**config.mk**
```make
export PLATFORM = sky130hd
export DESIGN_NAME = int_ctrl_flat
export DESIGN_NICKNAME = d
export VERILOG_FILES = /design/src/rtl/int_ctrl_if.sv /design/src/rtl/int_ctrl.sv /design/src/flat_wrapper.sv
export SDC_FILE = /design/constraint.sdc
export NUM_CORES = 1
export LEC_CHECK = 0
export ABC_CLOCK_PERIOD_IN_PS = 3000
export CORE_MARGIN = 1
export CORE_UTILIZATION = 51
export CTS_BUF_LIST = sky130_fd_sc_hd__clkbuf_4
export DETAILED_ROUTE_END_ITERATION = 8
export PLACE_DENSITY_LB_ADDON = 0.25
export SETUP_SLACK_MARGIN = 0.15
export SYNTH_ARGS = -nofsm -noshare
export SYNTH_HDL_FRONTEND = slang
export SYNTH_SLANG_ARGS = --single-unit
```
**constraint.sdc**
```tcl
create_clock -name clk -period 3 [get_ports clk]
set_clock_uncertainty 0.05 [all_clocks]
set_input_delay 0.45 -clock clk [delete_from_list [all_inputs] [get_ports clk]]
set_output_delay 0.45 -clock clk [all_outputs]
set_load 0.05 [all_outputs]
```
**src/rtl/int_ctrl_if.sv**
```systemverilog
// rtl/int_ctrl_if.sv - signal bundle between int_ctrl and the CP0/pipeline side
//
// Purpose: carries interrupt inputs, STATUS fields, CP0 timer writes, the
// WB-stage handshake and the timer/pending outputs of int_ctrl.
// Modports:
//   slave  - int_ctrl side (consumes inputs, drives count/compare/ip/ti/int_req/int_take)
//   master - pipeline/CP0 side (the mirror image)
interface int_ctrl_if;
  logic [5:0]  hw_int;
  logic [1:0]  sw_int;
  logic [7:0]  status_im;
  logic        status_ie;
  logic        status_exl;
  logic        count_wen;
  logic        compare_wen;
  logic [31:0] cp0_wdata;
  logic        wb_valid;
  logic        wb_exc;
  logic [31:0] count;
  logic [31:0] compare;
  logic [7:0]  ip;
  logic        ti;
  logic        int_req;
  logic        int_take;

  modport slave (
    input  hw_int, sw_int, status_im, status_ie, status_exl,
    input  count_wen, compare_wen, cp0_wdata, wb_valid, wb_exc,
    output count, compare, ip, ti, int_req, int_take
  );

  modport master (
    output hw_int, sw_int, status_im, status_ie, status_exl,
    output count_wen, compare_wen, cp0_wdata, wb_valid, wb_exc,
    input  count, compare, ip, ti, int_req, int_take
  );
endinterface

```
**src/rtl/int_ctrl.sv**
```systemverilog
// rtl/int_ctrl.sv - CP0 Count/Compare timer and interrupt arbitration
//
// Purpose: synchronizes hardware interrupt lines, maintains Count/Compare and
// the timer interrupt flag, builds CAUSE.IP pending bits, and decides when an
// instruction in WB takes an interrupt.
// Ports:
//   clk   - single clock, rising edge
//   reset - synchronous, active-high
//   bus   - int_ctrl_if.slave: hw_int, sw_int, status_im/ie/exl, count_wen,
//           compare_wen, cp0_wdata, wb_valid, wb_exc in; count, compare, ip,
//           ti, int_req, int_take out
module int_ctrl (
  input  logic       clk,
  input  logic       reset,
  int_ctrl_if.slave  bus
);

  typedef enum logic [1:0] {
    IDLE  = 2'd0,
    ARMED = 2'd1,
    TAKEN = 2'd2
  } state_t;

  state_t      state_q;

  logic [5:0]  sync1_q, sync1_d;
  logic [5:0]  sync2_q, sync2_d;
  logic [7:0]  ip_q, ip_d;
  logic [31:0] count_q, count_d;
  logic [31:0] compare_q, compare_d;
  logic        phase_q, phase_d;
  logic        ti_q, ti_d;

  logic        pend;
  logic        take;

  // Datapath next-state
  always_comb begin
    sync1_d   = bus.hw_int;
    sync2_d   = sync1_q;
    // Timer interrupt shares IP7 with hardware line 5
    ip_d      = {sync2_q[5] | ti_q, sync2_q[4:0], bus.sw_int};

    count_d   = count_q;
    phase_d   = ~phase_q;
    if (bus.count_wen) begin
      // A software write restarts the divide-by-two phase
      count_d = bus.cp0_wdata;
      phase_d = 1'b0;
    end else if (phase_q) begin
      count_d = count_q + 32'd1;
    end

    compare_d = compare_q;
    if (bus.compare_wen) begin
      compare_d = bus.cp0_wdata;
    end

    // Writing Compare acknowledges the timer, even on a same-cycle match
    ti_d = ti_q;
    if (bus.compare_wen) begin
      ti_d = 1'b0;
    end else if (count_q == compare_q) begin
      ti_d = 1'b1;
    end
  end

  always_ff @(posedge clk) begin
    if (reset) begin
      sync1_q   <= 6'd0;
      sync2_q   <= 6'd0;
      ip_q      <= 8'd0;
      count_q   <= 32'd0;
      compare_q <= 32'hFFFF_FFFF;
      phase_q   <= 1'b0;
      ti_q      <= 1'b0;
    end else begin
      sync1_q   <= sync1_d;
      sync2_q   <= sync2_d;
      ip_q      <= ip_d;
      count_q   <= count_d;
      compare_q <= compare_d;
      phase_q   <= phase_d;
      ti_q      <= ti_d;
    end
  end

  assign pend = (|(ip_q & bus.status_im)) & bus.status_ie & ~bus.status_exl;

  // Interrupt attaches only to a valid WB instruction without its own exception
  assign take = (state_q == ARMED) & bus.wb_valid & ~bus.wb_exc;

  always_ff @(posedge clk) begin
    if (reset) begin
      state_q <= IDLE;
    end else begin
      case (state_q)
        IDLE: begin
          if (pend) state_q <= ARMED;
        end
        ARMED: begin
          if (take) begin
            state_q <= TAKEN;
          end else if (bus.wb_exc) begin
            // Synchronous exception owns this WB slot; keep waiting
            state_q <= ARMED;
          end else if (!pend) begin
            state_q <= IDLE;
          end
        end
        TAKEN: begin
          // Wait until the handler has raised EXL before re-arming
          if (bus.status_exl) state_q <= IDLE;
        end
        default: state_q <= IDLE;
      endcase
    end
  end

  assign bus.count    = count_q;
  assign bus.compare  = compare_q;
  assign bus.ip       = ip_q;
  assign bus.ti       = ti_q;
  assign bus.int_req  = (state_q == ARMED);
  assign bus.int_take = take;

endmodule

```
**src/flat_wrapper.sv**
```systemverilog
// flat-port wrapper written by rule: the top's interface ports become plain ports
module int_ctrl_flat 
  (clk, reset, bus_hw_int, bus_sw_int, bus_status_im, bus_status_ie, bus_status_exl, bus_count_wen, bus_compare_wen, bus_cp0_wdata, bus_wb_valid, bus_wb_exc, bus_count, bus_compare, bus_ip, bus_ti, bus_int_req, bus_int_take);
  int_ctrl_if bus_i ();
  input  logic clk;
  input  logic reset;
  input wire logic [$bits(bus_i.hw_int)-1:0] bus_hw_int;
  input wire logic [$bits(bus_i.sw_int)-1:0] bus_sw_int;
  input wire logic [$bits(bus_i.status_im)-1:0] bus_status_im;
  input wire logic [$bits(bus_i.status_ie)-1:0] bus_status_ie;
  input wire logic [$bits(bus_i.status_exl)-1:0] bus_status_exl;
  input wire logic [$bits(bus_i.count_wen)-1:0] bus_count_wen;
  input wire logic [$bits(bus_i.compare_wen)-1:0] bus_compare_wen;
  input wire logic [$bits(bus_i.cp0_wdata)-1:0] bus_cp0_wdata;
  input wire logic [$bits(bus_i.wb_valid)-1:0] bus_wb_valid;
  input wire logic [$bits(bus_i.wb_exc)-1:0] bus_wb_exc;
  output wire logic [$bits(bus_i.count)-1:0] bus_count;
  output wire logic [$bits(bus_i.compare)-1:0] bus_compare;
  output wire logic [$bits(bus_i.ip)-1:0] bus_ip;
  output wire logic [$bits(bus_i.ti)-1:0] bus_ti;
  output wire logic [$bits(bus_i.int_req)-1:0] bus_int_req;
  output wire logic [$bits(bus_i.int_take)-1:0] bus_int_take;
  assign bus_i.hw_int = bus_hw_int;
  assign bus_i.sw_int = bus_sw_int;
  assign bus_i.status_im = bus_status_im;
  assign bus_i.status_ie = bus_status_ie;
  assign bus_i.status_exl = bus_status_exl;
  assign bus_i.count_wen = bus_count_wen;
  assign bus_i.compare_wen = bus_compare_wen;
  assign bus_i.cp0_wdata = bus_cp0_wdata;
  assign bus_i.wb_valid = bus_wb_valid;
  assign bus_i.wb_exc = bus_wb_exc;
  assign bus_count = bus_i.count;
  assign bus_compare = bus_i.compare;
  assign bus_ip = bus_i.ip;
  assign bus_ti = bus_i.ti;
  assign bus_int_req = bus_i.int_req;
  assign bus_int_take = bus_i.int_take;
  int_ctrl u_core (.clk(clk), .reset(reset), .bus(bus_i));
endmodule
```
=== After elaboration in Yosys (flattened, before gate mapping) ===
Index checks and enable logic that the tools add are counted.

* Input bits: 56
* Flip-flop bits (word level): 88
* Output and inout bits: 75
* Word-level logic and storage cells: 38

* Reductions and logical operators: 6
* Bitwise logic cells: 9
* $add $sub $neg: 1
* Mux-type cells: 8
* Equality and inequality tests: 6

{| class="wikitable"
|+ Operators by type and width
! cell !! number
|-
| $mux 32 || 2
|-
| $add 32x1->32 const B || 1
|-
| $eq 32x32->1 || 1
|-
| $mux 2 || 5
|-
| $and 8x8->8 || 1
|-
| $reduce_or 8->1 || 1
|-
| $pmux 2 s3 || 1
|-
| $and 1x1->1 || 4
|-
| $ne 4x4->1 const B || 1
|-
| $reduce_or 2->1 || 2
|-
| $not 1->1 || 3
|-
| $reduce_and 3->1 || 1
|-
| $eq 2x1->1 const B || 1
|-
| $eq 2x2->1 const B || 1
|-
| $logic_not 2->1 || 1
|-
| $ne 2x1->1 const B || 1
|-
| $ne 2x2->1 const B || 1
|-
| $reduce_bool 2->1 || 1
|-
| $or 1x1->1 || 1
|}

=== Logic depth before layout (Yosys ltp) ===
Gate-level depths: netlist of the first run.

* Depth in word-level cells: 8
* Mapped depth: 7
* Mapped depth without buffers: 6

=== Least setup slack after synthesis of the first run ===
Ideal clock, no wire load.

* Path type: reg2reg
* Start point: register u_core.count_q[0] (netlist: u_core.bus.count[0])
* End point: register u_core.count_q[22] (netlist: u_core.bus.count[22])
* Required time: 2.864 ns
* Library setup time: 0.086 ns
* Stages on the path, launching flop included: 7
* Data arrival time: 2.188 ns
* Setup slack: 0.676 ns
* Cell sequence: dfxtp_1 > ha_1 > nand4_2 > nor4_4 > nand4_1 > xor2_1 > a211oi_1

* Word-level cells in the longest chain between the ends: 3

{| class="wikitable"
|+ RTL lines
! what !! RTL line !! source
|-
| from (decl) || int_ctrl.sv:29 || <nowiki>logic [31:0] count_q, count_d;</nowiki>
|-
| from (signal assigned) || int_ctrl.sv:81 || <nowiki>count_q <= count_d;</nowiki>
|-
| $add 32x1->32 || int_ctrl.sv:51 || <nowiki>count_d = count_q + 32'd1;</nowiki>
|-
| $mux 32 || int_ctrl.sv:50 || <nowiki>end else if (phase_q) begin</nowiki>
|-
| $mux 32 || int_ctrl.sv:46 || <nowiki>if (bus.count_wen) begin</nowiki>
|}

No other way between the ends. The select of a mux whose other input is x is not followed.
A chain may end at the register's enable or synchronous reset.

=== Worst setup path in the final report of the first run ===
* Start point: register u_core.state_q[0]
* End point: output bus_int_take

* Word-level cells in the longest chain between the ends: 3

{| class="wikitable"
|+ RTL lines
! what !! RTL line !! source
|-
| from (decl) || int_ctrl.sv:24 || <nowiki>state_t state_q;</nowiki>
|-
| from (signal assigned) || int_ctrl.sv:95 || <nowiki>state_q <= IDLE;</nowiki>
|-
| from (signal assigned) || int_ctrl.sv:99 || <nowiki>if (pend) state_q <= ARMED;</nowiki>
|-
| from (signal assigned) || int_ctrl.sv:103 || <nowiki>state_q <= TAKEN;</nowiki>
|-
| $eq 2x1->1 || int_ctrl.sv:91 || <nowiki>assign take = (state_q == ARMED) & bus.wb_valid & ~bus.wb_exc;</nowiki>
|-
| $and 1x1->1 (2 in series) || int_ctrl.sv:91 ||
|-
| to (decl) || flat_wrapper.sv:22 || <nowiki>output wire logic [$bits(bus_i.int_take)-1:0] bus_int_take;</nowiki>
|}

No other way between the ends.

==> results.tsv, run 1 <==
metric	value	unit
CTS Hold Bufs	0	
Worst path max stage delay	800	ps
via count	3409	
first-pass iteration count of the detailed router	4	
latest clock arrival within the worst-skew pair	430	ps
Peak Freq	403.4	MHz
drt initial violations	122	
worst flop-to-flop path endpoint	u_core.bus.count[16]	
die height	90.87	um
final worst slack	521.0	ps
stages on the worst setup path	3	
Synth top area share	0.4374	
max_cap viols	0	
met3 Use GR	0.05219	
met2 usage	0.4129	
Root Driver	clkbuf_4	
Slew Viols, Final	0	
Syn Std Cell Area	0.004028	mm^2
Hold Vio Cnt, Final	0	
clk buf depth	2	
fillers	612	
ANT cells	0	
initial antenna violation count	0	
clock sinks	88	
pin count of the biggest net entering global routing	51	
vias in the first global route	3268	
first-pass GRT wire length	15860	um
Most Crowded Layer GR	met2	
count leader, synth	dfxtp_1	
Synth area leader	dfxtp_1	
Max-Slew Margin vs Limit	0.5150	
Yosys cell types	32	
CTS H-Tree Depth	3	
post-DP HPWL	7360	um
Area growth syn-to-layout	38.21	%
top post-synthesis cells by count	88 x dfxtp_1, 52 x nor2b_1, 43 x nor2_1, 40 x xnor2_1, 32 x a211o_1	
Post-synth EDFFs	0	
unrepaired setup endpoints after global routing	no	
crit path kind	reg -> out	
Syn Nets	481	
crit path max fanout	4	
Resized cells post-CTS	0	
mean area per synthesized cell	9.499	um^2
Chip Width	90.87	um
asr flop ratio synth	0	
Register Area	0.001762	mm^2
share of layout cells above drive strength 1	0.06375	
CTS buffer count	9	
Area contributors post-synth	dfxtp_1 44%, xnor2_1 8.7%, nor2b_1 8.1%	
CTS tree	done	
Worst-Margin Slew	724.9	ps
CP endpoint	bus_int_take	
critical path's slowest cell	clkdlybuf4s50_1	
Ports	131	
Final min period	2479	ps
critical path arrival	1980	ps
routed len/inst	15.18	um
CP required	2500	ps
total grt overflow	0	
total power divided by cell area	493.5	mW/mm^2
Port Buffer Count	130	
nets	601	
r2r worst-path depth	6	
Lkg Pwr	2.095	nW
Die Area	0.008256	mm^2
Pwr Total	0.002747	W
final wirelength	9884	um
met1 Use GR	0.2983	
status	finished, final reports clean	
Critical path buffers and inverters	1	
Post CTS Setup Buffer Count	0	
reg2reg start	u_core.bus.count[1]	
HP Class	reg -> reg	
Synth Instances	424	
Peak VDD IR	0.2831	mV
CP delay by family, top	buffers and inverters	
Syn. warnings	0	
gpl congestion	0.8137	
crit path from	u_core.state_q[0]	
R2R setup slack	680	ps
Final period util	0.8263	
crit-path cells	nor2b_1 -> and3b_1 -> clkdlybuf4s50_1	
Final Setup Violations	0	
synthesized flop and latch total	88	
DRC	0	
Sum Neg Setup Slack	0	ps
row count	32	
sequential fraction of the synthesis area	0.4374	
gr usage total	0.2414	
area of the core	0.007687	mm^2
hold depth	1	
Multi-input gate area	0.002145	mm^2
CP endpoint kind	primary output	
Place WS	591.2	ps
Worst-path clk slew	140	ps
Setup crit start kind	flip-flop	
initial core utilization	0.5239	
Top FF cell, synth	dfxtp_1	
Vias/cell	5.237	
Routed Antenna Nets	0	
==> layer usage <==
layer  vias to the layer above  wire, um
li1                       1722         -
met1                      1580      4289
met2                       103      4885
met3                         4       651
met4                         0        57
met5                         -         0
==> final cells by class <==
type / instances / share of cell area
multi-input combinational: 305 / 0.3853
sequential: 88 / 0.3165
timing repair buffer: 136 / 0.2423
tap: 102 / 0.02293
clock inverter: 7 / 0.01821
clock buffer: 9 / 0.01214
inverter: 4 / 0.002697
==> flip-flops by register name, summed over array words and instances (netlist names) <==
register / flops
u_core.bus.count: 32
u_core.sync2_q: 6
u_core.bus.compare: 32
u_core.phase_q: 1
u_core.sync1_q: 6
u_core.bus.ti: 1
u_core.bus.ip: 8
u_core.state_q: 2
==> through the flow <==
step,instances,cell area (um^2),hold slack (ps),util
finish,651,5567,394.1,0.7241
global route,651,5567,409.4,0.7241
CTS,651,5567,394.9,0.7241
detailed placement,635,5398,372.0,0.7021
global placement,635,5398,366.6,0.7021
floorplan,424,4028,361.4,-
==> layout by cell type, fill, tap and decap left out, types with 5 or more instances in the layout <==
cell type,netlist,final
clkdlybuf4s50_1,0,128
xnor2_1,40,40
clkbuf_4,0,9
a21oi_1,10,10
nor2_1,43,43
nor3_1,6,6
a211o_1,32,32
mux2i_1,5,5
a211oi_1,20,20
xor2_1,23,23
nor4_1,6,6
nand2_1,17,17
nand3_1,9,9
nor2b_1,52,52
buf_4,0,5
dfxtp_1,88,88
nand4_1,18,18
==> worst min path at each step <==
stage                     slack (ps)           endpoint               from
final                            390  u_core.sync2_q[2]  u_core.sync1_q[2]
after global placement           370  u_core.sync2_q[5]  u_core.sync1_q[5]
after detailed placement         370   u_core.bus.ip[3]  u_core.sync2_q[1]
after CTS                        390  u_core.sync2_q[2]  u_core.sync1_q[2]
after global routing             410  u_core.sync2_q[2]  u_core.sync1_q[2]
after floorplan                  360   u_core.bus.ip[7]  u_core.sync2_q[5]
==> kinds of logic after synthesis <==
group	after synthesis	synth area share
buffers and inverters	31	0.03013
adder cells (fa/ha/maj)	1	0.003106
AO/OA/AOI/OAI	67	0.1299
XOR/XNOR	63	0.1370
multiplexers	5	0.01243
AND/OR/NAND/NOR	169	0.2501
flip-flops	88	0.4374
==> report_power, final <==
| group | internal [W] | leakage (nW) | switching, W |
|---|---|---|---|
| Combinational | 0.000278 | 1.28 | 0.000376 |
| Sequential | 0.00124 | 0.730 | 0.0000860 |
| Clock | 0.000345 | 0.0831 | 0.000421 |
(Power assumes the default switching activity.)
==> run 2: changes to the inputs <==
--- a/config.mk
+++ b/config.mk
@@ -5,9 +5,9 @@
 export SDC_FILE = /design/constraint.sdc
 export NUM_CORES = 1
 export LEC_CHECK = 0
-export ABC_CLOCK_PERIOD_IN_PS = 3000
+export ABC_CLOCK_PERIOD_IN_PS = 2500
 export CORE_MARGIN = 1
-export CORE_UTILIZATION = 51
+export CORE_UTILIZATION = 48
 export CTS_BUF_LIST = sky130_fd_sc_hd__clkbuf_4
 export DETAILED_ROUTE_END_ITERATION = 8
 export PLACE_DENSITY_LB_ADDON = 0.25
==> constraint.sdc (replaced) <==
create_clock -name clk -period 2.5 [get_ports clk]
set_clock_uncertainty 0.05 [all_clocks]
set_input_delay 0.375 -clock clk [delete_from_list [all_inputs] [get_ports clk]]
set_output_delay 0.375 -clock clk [all_outputs]
set_load 0.05 [all_outputs]
==> run 2 against run 1 <==
Against the previous run: routed wire length is 3.5% higher; utilization is 4.5 points lower; critical path depth is 2 lower; first-iteration DRC count is 17% higher; largest cell class unchanged.
==> results.tsv, run 2 (synthesis gave the netlist of run 1 again) <==
metric	value	unit
clk buf depth	2	
Post CTS Setup Buffer Count	0	
CTS Hold Bufs	0	
Lkg Pwr	2.106	nW
gpl congestion	0.8602	
commonest non-fill, non-tap cell in the layout	clkdlybuf4s50_1	
Max-Slew Margin vs Limit	0.5437	
commonest cells after routing, fill and taps aside	126 x clkdlybuf4s50_1, 88 x dfxtp_1, 52 x nor2b_1	
Routed Antenna Nets	0	
row count	33	
Die Area	0.008761	mm^2
DRC	0	
CTS H-Tree Depth	3	
CP delay by family, top	buffers and inverters	
max_cap viols	0	
drt initial violations	143	
Worst path max stage delay	900	ps
HP Class	in -> reg	
clock sinks	88	
via count	3502	
crit path kind	reg -> out	
Chip Width	93.60	um
Hold Vio Cnt, Final	0	
CTS tree	done	
Worst Hold End	u_core.bus.ip[6]	
Slew Viols, Final	0	
post-DP HPWL	7592	um
crit-path cells	clkdlybuf4s50_1	
CP required	2080	ps
gr usage total	0.2364	
worst flop-to-flop path endpoint	u_core.bus.count[16]	
r2r worst-path depth	6	
first-pass GRT wire length	16000	um
share of the core filled with cells	0.6795	
nets	604	
Critical path buffers and inverters	1	
CTS buffer count	9	
Setup crit start kind	flip-flop	
crit path max fanout	6	
hold depth	2	
R2R setup slack	340	ps
unrepaired setup endpoints after global routing	yes	
first-pass iteration count of the detailed router	4	
initial core utilization	0.4927	
Peak VDD IR	0.4006	mV
critical path arrival	1850	ps
die height	93.60	um
Vias/cell	5.330	
Port Buffer Count	130	
share of layout cells above drive strength 1	0.06884	
latest clock arrival within the worst-skew pair	440	ps
hold path start	reset	
final wirelength	10230	um
Final Setup Violations	0	
critical path's slowest cell	clkdlybuf4s50_1	
Ports	131	
area of the core	0.008175	mm^2
Final period util	0.9105	
routed len/inst	15.56	um
Root Driver	clkbuf_4	
Peak Freq	439.3	MHz
ANT cells	0	
Worst-Margin Slew	684.4	ps
Sum Neg Setup Slack	0	ps
Final min period	2276	ps
initial antenna violation count	0	
Worst-path clk slew	140	ps
Resized cells post-CTS	0	
status	finished, final reports clean	
total grt overflow	0	
reg2reg start	u_core.bus.count[1]	
Area growth syn-to-layout	37.93	%
pin count of the biggest net entering global routing	50	
vias in the first global route	3266	
total power divided by cell area	559.8	mW/mm^2
CP endpoint kind	primary output	
run 2: changes by cell type in the layout (fill, tap and decap cells not counted):
cell             previous run  this run
clkbuf_4                    9        10
clkinv_4                    1         0
bufinv_16                   2         0
clkinvlp_4                  2         3
clkinv_1                    0         1
clkdlybuf4s50_1           128       126
buf_12                      1         2
buf_4                       5         8
dlymetal6s2s_1              0         1
run 2: worst max path at each step:
| stage | endpoint | cells after the start | start |
|---|---|---|---|
| after floorplan | u_core.bus.count[22] | 6 | u_core.bus.count[0] |
| final | bus_count[3] | 1 | u_core.bus.count[3] |
| after global placement | u_core.bus.count[16] | 6 | u_core.bus.count[1] |
| after global routing | u_core.bus.count[16] | 6 | u_core.bus.count[1] |
| after detailed placement | u_core.bus.count[22] | 6 | u_core.bus.count[1] |
| after CTS | bus_count[2] | 1 | u_core.bus.count[2] |
run 2: cell type report:
type / count / area, um^2
Clock buffer: 10 / 75.07
Clock inverter: 6 / 43.79
Fill cell: 661 / 2620
Inverter: 4 / 15.01
Multi-Input combinational cell: 305 / 2145
Sequential cell: 88 / 1762
Tap cell: 105 / 131.4
Timing Repair Buffer: 139 / 1384
run 2: worst reg2reg max path: stages (launching register included):
cell      delay, ps
dfxtp_1         500
ha_1            270
nand4_2         220
nor4_4          450
nand4_1         190
xor2_1          170
a211oi_1        240
run 2: where the power goes:
| group | leakage, nW | switching, W | internal, W |
|---|---|---|---|
| logic | 1.32 | 0.000456 | 0.000338 |
| clock network | 0.0571 | 0.000505 | 0.000219 |
| registers | 0.730 | 0.000103 | 0.00149 |
| total | 2.11 | 0.00106 | 0.00205 |
run 2: layer usage:
metal	track usage	vias up	share of wire
li1	-	1729	-
met1	0.3034	1668	0.44
met2	0.3897	89	0.49
met3	0.04309	16	0.056
met4	0.09744	0	0.017
met5	0	-	0
run 2: per-stage QoR:
step / power [W] / std cells / hold WS, ps / area (um^2) / setup slack [ps]
2_1_floorplan: 0.002098 / 424 / 361.4 / 4028 / 176.0
3_3_place_gp: 0.002406 / 641 / 367.2 / 5434 / 435.6
3_5_place_dp: 0.002416 / 641 / 372.0 / 5434 / 312.4
4_1_cts: 0.003131 / 657 / 296.6 / 5553 / 184.5
5_1_grt: 0.003253 / 657 / 322.8 / 5555 / 147.8
6_report: 0.003110 / 657 / 313.4 / 5555 / 223.8
==> run 3: changes to the inputs <==
--- a/config.mk
+++ b/config.mk
@@ -9,6 +9,7 @@
 export CORE_MARGIN = 1
 export CORE_UTILIZATION = 48
 export CTS_BUF_LIST = sky130_fd_sc_hd__clkbuf_4
+export CTS_CLUSTER_SIZE = 8
 export DETAILED_ROUTE_END_ITERATION = 8
 export PLACE_DENSITY_LB_ADDON = 0.25
 export SETUP_SLACK_MARGIN = 0.15
==> results of run 3 <==
No change in the layout: final DEF, timing and power equal those of run 2.
